==> config.mk <==
export PLATFORM = sky130hd
export DESIGN_NAME = booth_multiplier_param_flat
export DESIGN_NICKNAME = d
export VERILOG_FILES = /design/src/rtl/booth_multiplier_param_if.sv /design/src/rtl/booth_multiplier_param.sv /design/src/flat_wrapper.sv
export SDC_FILE = /design/constraint.sdc
export NUM_CORES = 1
export LEC_CHECK = 0
export BUFFER_PORTS_ARGS = -buffer_cell sky130_fd_sc_hd__buf_2
export CAP_MARGIN = 20
export CORE_MARGIN = 1
export CORE_UTILIZATION = 50
export DETAILED_ROUTE_END_ITERATION = 10
export GPL_TIMING_DRIVEN = 0
export PLACE_DENSITY = 0.74
export SYNTH_ARGS = -nofsm -noshare
export SYNTH_HDL_FRONTEND = slang
export SYNTH_SLANG_ARGS = --single-unit
==> constraint.sdc <==
create_clock -name clk -period 2.6 [get_ports clk]
set_input_delay 0.39 -clock clk [delete_from_list [all_inputs] [get_ports clk]]
set_output_delay 0.39 -clock clk [all_outputs]
set_load 0.05 [all_outputs]
==> src/rtl/booth_multiplier_param_if.sv <==
// Handshake bundle between the controller FSM (master) and the Booth multiplier (slave).
interface booth_multiplier_param_if #(
    parameter int WIDTH = 8
) ();
    logic                 start;
    logic                 sign_mode;
    logic [WIDTH-1:0]     a;
    logic [WIDTH-1:0]     b;
    logic                 busy;
    logic                 valid;
    logic [2*WIDTH-1:0]   p;

    modport master (output start, sign_mode, a, b, input busy, valid, p);
    modport slave  (input start, sign_mode, a, b, output busy, valid, p);
endinterface

==> src/rtl/booth_multiplier_param.sv <==
// Multi-cycle Booth multiplier, signed or unsigned per operation, held result.
// Define BOOTH_RADIX4_EN to build the modified (radix-4) Booth datapath instead of radix-2.
module booth_multiplier_param #(
    parameter int WIDTH = 8,
    parameter int CW    = $clog2(WIDTH + 2)
) (
    input  logic                     clk,
    input  logic                     rst,
    booth_multiplier_param_if.slave  bus
);

`ifdef BOOTH_RADIX4_EN
    localparam int EXT   = WIDTH + 2;
    localparam int UW    = WIDTH + 4;
    localparam int STEPS = (WIDTH + 2) / 2;
    localparam int SHIFT = 2;

    if (WIDTH % 2 != 0) begin : g_width_odd
        $error("booth_multiplier_param: WIDTH must be even in the radix-4 build");
    end
`else
    localparam int EXT   = WIDTH + 1;
    localparam int UW    = WIDTH + 2;
    localparam int STEPS = WIDTH + 1;
    localparam int SHIFT = 1;
`endif
    // Accumulator = {upper partial product, extended multiplier, Booth guard bit}.
    localparam int AW = UW + EXT + 1;

    localparam logic [1:0] IDLE = 2'd0;
    localparam logic [1:0] CALC = 2'd1;
    localparam logic [1:0] DONE = 2'd2;

    logic [1:0]            state;
    logic [CW-1:0]         cnt;
    logic [EXT-1:0]        a_ext;
    logic signed [AW-1:0]  acc;
    logic [2*WIDTH-1:0]    p_q;
    logic                  valid_q;

    logic [EXT-1:0]        a_in;
    logic [EXT-1:0]        b_in;
    logic signed [UW-1:0]  a_up;
    logic signed [UW-1:0]  addend;
    logic [UW-1:0]         upper_sum;
    logic signed [AW-1:0]  acc_next;

    assign a_in = {{(EXT-WIDTH){bus.sign_mode & bus.a[WIDTH-1]}}, bus.a};
    assign b_in = {{(EXT-WIDTH){bus.sign_mode & bus.b[WIDTH-1]}}, bus.b};
    assign a_up = {{(UW-EXT){a_ext[EXT-1]}}, a_ext};

    always_comb begin
        // NOTE: addend gets a default before the decode so no latch can be inferred.
        addend = '0;
`ifdef BOOTH_RADIX4_EN
        case (acc[2:0])
            3'b001, 3'b010: addend = a_up;
            3'b011:         addend = a_up <<< 1;
            3'b100:         addend = -(a_up <<< 1);
            3'b101, 3'b110: addend = -a_up;
            default:        addend = '0;
        endcase
`else
        case (acc[1:0])
            2'b01:   addend = a_up;
            2'b10:   addend = -a_up;
            default: addend = '0;
        endcase
`endif
        upper_sum = acc[AW-1 -: UW] + addend;
        acc_next  = $signed({upper_sum, acc[AW-UW-1:0]}) >>> SHIFT;
    end

    // NOTE: every register here uses non-blocking assignment so all of them sample pre-edge values.
    always_ff @(posedge clk or posedge rst) begin
        if (rst) begin
            state   <= IDLE;
            cnt     <= '0;
            a_ext   <= '0;
            acc     <= '0;
            p_q     <= '0;
            valid_q <= 1'b0;
        end else begin
            valid_q <= 1'b0;
            case (state)
                IDLE: begin
                    if (bus.start) begin
                        a_ext <= a_in;
                        acc   <= {{UW{1'b0}}, b_in, 1'b0};
                        cnt   <= '0;
                        state <= CALC;
                    end
                end
                CALC: begin
                    acc <= acc_next;
                    cnt <= cnt + 1'b1;
                    if (cnt == CW'(STEPS - 1)) state <= DONE;
                end
                DONE: begin
                    p_q     <= acc[2*WIDTH:1];
                    valid_q <= 1'b1;
                    state   <= IDLE;
                end
                default: state <= IDLE;
            endcase
        end
    end

    assign bus.busy  = (state != IDLE);
    assign bus.valid = valid_q;
    assign bus.p     = p_q;

endmodule

==> src/flat_wrapper.sv <==
// flat-port wrapper written by rule: the top's interface ports become plain ports
module booth_multiplier_param_flat 
#(
    parameter int WIDTH = 8,
    parameter int CW    = $clog2(WIDTH + 2)
)
  (clk, rst, bus_start, bus_sign_mode, bus_a, bus_b, bus_busy, bus_valid, bus_p);
  booth_multiplier_param_if #(.WIDTH(WIDTH)) bus_i ();
  input  logic clk;
  input  logic rst;
  input wire logic [$bits(bus_i.start)-1:0] bus_start;
  input wire logic [$bits(bus_i.sign_mode)-1:0] bus_sign_mode;
  input wire logic [$bits(bus_i.a)-1:0] bus_a;
  input wire logic [$bits(bus_i.b)-1:0] bus_b;
  output wire logic [$bits(bus_i.busy)-1:0] bus_busy;
  output wire logic [$bits(bus_i.valid)-1:0] bus_valid;
  output wire logic [$bits(bus_i.p)-1:0] bus_p;
  assign bus_i.start = bus_start;
  assign bus_i.sign_mode = bus_sign_mode;
  assign bus_i.a = bus_a;
  assign bus_i.b = bus_b;
  assign bus_busy = bus_i.busy;
  assign bus_valid = bus_i.valid;
  assign bus_p = bus_i.p;
  booth_multiplier_param #(.WIDTH(WIDTH), .CW(CW)) u_core (.clk(clk), .rst(rst), .bus(bus_i));
endmodule
==> impl_summary.txt <==
----------------------------------------------------
[Outcome]
  Run status ... finished, violations left
  Violated checks ... setup timing

[Die]
  Area of the placeable core ... 0.00520 mm^2
  Die height ... approximately 76 um
  Die area ... approximately 0.006 mm^2
  Width of the die ... roughly 76 um
  Top-Level Pins ... 38
  Total number of placement rows ... 26
  Effective utilization at floorplan ... 0.532

[Synth]
  Average cell area after synthesis ... slightly below 10 um^2
  Portion of the post-synthesis area used by sequential elements ... 0.461
  Post-synthesis sequential element count ... 51
  Number of enable flip-flop cells after synthesis ... 0
  Syn nets ... approximately 320
  Share of synthesized registers carrying an async set or reset ... 1.00
  Post-Synthesis Cells ... 286
  Distinct cells, synth ... 48
  Area of the mapped netlist ... about 0.0028 mm^2
  Most frequently used flop master after synthesis ... dfrtp_1
  Count of warnings emitted by yosys ... 0

[STA]
  Final setup violation count ... 4
  Relative slew slack ... 0.610
  Fin crit share ... 1.04
  Hold violation count in the final report ... 0
  Fin Clk Skew ... between 0.01 and 0.015 ns
  Total negative slack for setup checks ... -0.239 ns
  Final critical-path setup slack ... -0.107 ns
  Worst hold-check slack ... ~0.019 ns
  Highest Clock Rate ... 369 MHz
  Unrepaired setup endpoints after global routing ... yes
  Count of pins over their slew limit ... 0
  Time the final worst path needs with I/O delays and setup ... 2.71 ns
  Transition at the pin with the smallest max-transition slack ... around 0.58 ns

[Power]
  Switch share ... 0.474
  Sequential Power Share ... 0.283
  Power density of the placed cells ... between 1000 and 1500 mW/mm^2
  Switching power ... 2.48 mW
  Largest vdd supply drop ... 0.000797 V
  Leakage power ... approximately 1.6 nW
  Share of total power in combinational logic ... 0.625
  Cell-internal power ... between 2 and 3 mW
  Clock power share ... 0.092
  Final Power ... between 5 and 6 mW

[Run]
  Number of max-cap violations ... 0

[Worst setup path]
  Worst EP arrival ... about 3.0 ns
  Launching element type of the critical path ... flop
  Start of the worst register-to-register path ... u_core.a_ext[1]
  Number of cells on the worst reg-to-reg path ... 12
  Critical Setup Path Class ... reg2reg
  Setup slack on the worst flop-to-flop path ... -0.11 ns
  Largest fanout of any net on the critical path ... 6
  Endpoint of the worst-slack reg-to-reg timing path ... u_core.acc[18]
  Nature of the critical path endpoint ... flop
  Critical Path RT ... 2.85 ns

[Global route]
  Via count of the first global-routing pass ... 2253
  Global route total overflow ... 0
  First-pass GRT wire length ... 10.9 mm
  GRT Total Usage ... 0.240
  Antenna violations before repair ... 0
  Pin count of the biggest net entering global routing ... 37

[Cells and area]
  Area added between synthesis and finish ... 27.4%
  Layout cells sized above 1 ... 0.362
  Share of the core filled with cells ... 0.677
  Final cell count without fillers ... just over 400
  Most frequent standard cell in the layout excluding fill and tap cells ... dfrtp_1
  Filler cell count in the final layout ... ~420
  Top library cells by usage in the layout, fill and taps aside ... 50 x dfrtp_1, 39 x buf_2, 34 x nand2_1, 19 x nor2_1, 18 x nand3_1
  Antenna diode instance count ... 0
  Final net count ... about 380

[Clocking]
  CTS Root Buffer Type ... clkbuf_8
  Clk_lat worst skew ... approximately 0.32 ns
  Clock Pin Slew Worst Setup and Hold Paths ... approximately 0.10 ns
  CTS max path bufs ... 2
  TritonCTS Sinks ... 51
  Number of buffers created by CTS ... 5
  Clock tree from TritonCTS ... yes
  Count of hold-fix buffers inserted at cts ... 0
  H-Tree Level Count ... 2

[Detailed routing]
  Via density per instance ... ~5.7
  Number of DRC markers after the initial detailed-route iteration ... between 100 and 150
  Met2 wire len ... between 3 and 4 mm
  TritonRoute pass-1 iters ... 4
  Met1 wire length ... 3.05 mm
  Total routed wirelength ... about 7 mm
  Highest metal used ... met4
  Remaining routing DRC violations ... 0
  Via count ... between 2000 and 2500
  Routed Antenna Nets ... 0
  Avg WL per Cell ... 16.6 um
  Routed length on met3 ... 272 um

[Place]
  Number of port buffers ... 37
  Placed instance count ... slightly below 400
  Weighted congestion reported at the end of routability-driven placement ... between 0.8 and 0.9
  HPWL after detailed placement ... ~4.3 mm

[Worst hold path]
  Class of the most critical hold timing path ... in2async

----------------------------------------------------
critical path, cell delays in order, from the launching register on:
cell and delay, ns:
dfrtp_1 0.42, buf_4 0.14, or3_4 0.35, nor3_4 0.18, nor3b_1 0.08, a21oi_1 0.16
nor2_2 0.08, ha_4 0.31, nor3_1 0.06, or3_1 0.40, nor3_1 0.23, a31oi_1 0.13
nand3_1 0.09
worst max path at each step:
stage	depth (start not counted)	slack, ns	startpoint	endpoint
3_3_place_gp	13	-0.25	u_core.acc[0]	u_core.acc[17]
6_report	12	-0.11	u_core.a_ext[1]	u_core.acc[18]
3_5_place_dp	13	-0.31	u_core.acc[0]	u_core.acc[17]
5_1_grt	14	-0.18	u_core.acc[0]	u_core.acc[17]
2_1_floorplan	11	0.01	u_core.acc[0]	u_core.acc[16]
4_1_cts	13	-0.002	u_core.acc[1]	u_core.acc[15]
flip-flops by register name, indices dropped and copies added (netlist names):
name and flops:
u_core.a_ext 9, u_core.cnt 4, u_core.acc 19, u_core.bus.valid 1, u_core.state 2, u_core.bus.p 16
power groups by stage:
stage	Sequential [mW]	Combinational (mW)	Clock, mW
4_1_cts	1.46	2.90	0.487
5_1_grt	1.53	3.54	0.524
3_5_place_dp	1.46	2.45	0
6_report	1.48	3.27	0.480
3_3_place_gp	1.45	2.38	0
2_1_floorplan	1.69	1.66	0
layout make-up:
class,count,area (um^2),area share
Timing Repair Buffer,52,310,0.0880
Tap cell,70,87.6,0.0248
Sequential cell,51,1280,0.362
Inverter,14,52.6,0.0149
Multi-Input combinational cell,206,1630,0.462
Clock inverter,3,23.8,0.00674
Buffer,14,76.3,0.0216
Clock buffer,5,68.8,0.0195
per-layer routing:
| layer | global-route usage | vias to the layer above |
|---|---|---|
| met2 | 0.382 | 51 |
| met1 | 0.317 | 1170 |
| met3 | 0.0383 | 12 |
| met4 | 0.121 | 0 |
| li1 | - | 1135 |
| met5 | 0 | - |
cells in the mapped netlist (2+ instances only):
library cell / n / share of area
nand4_1: 2 / 0.0045
and2_1: 2 / 0.0045
nand2_1: 36 / 0.049
and3_1: 2 / 0.0045
a211o_1: 2 / 0.0063
buf_2: 2 / 0.0036
a311oi_1: 2 / 0.0063
ha_1: 14 / 0.063
nor3_1: 5 / 0.0090
inv_1: 14 / 0.019
nor2b_1: 3 / 0.0068
a21oi_1: 10 / 0.018
o211ai_1: 2 / 0.0054
nor2_1: 23 / 0.031
o21a_1: 4 / 0.011
a31oi_1: 3 / 0.0068
clkbuf_1: 12 / 0.016
or3_1: 2 / 0.0045
o31ai_1: 2 / 0.0054
xor2_1: 5 / 0.016
a22oi_1: 3 / 0.0081
dfrtp_1: 51 / 0.46
o21ai_0: 14 / 0.025
mux2_2: 16 / 0.065
nand3_1: 19 / 0.034
a21o_1: 6 / 0.016
o22ai_1: 7 / 0.016
nor3b_1: 3 / 0.0081
metrics by stage:
stage / instance area (um^2) / setup slack, ns
after floorplan: 2780 / 0.00967
after global placement: 3050 / -0.247
after detailed placement: 3070 / -0.315
after CTS: 3390 / -0.00194
after global routing: 3530 / -0.184
final: 3530 / -0.107
kinds of logic (layout without fill, tap and decap cells):
group,after synthesis,in the layout,synth area share
simple gates,103,103,0.176
compound gates,66,66,0.168
flops,51,51,0.461
buf+inv,29,88,0.0402
mux,16,16,0.0651
fa+ha+maj,15,15,0.0705
xor+xnor,6,6,0.0190
timing repair:
item	4_1_cts	5_1_grt
setup buffers	9	5
hold endpoints to repair	0	0
gates resized for setup	32	24
endpoints found under the setup margin	6	6
pin swaps	15	13
(Power assumes the default switching activity.)
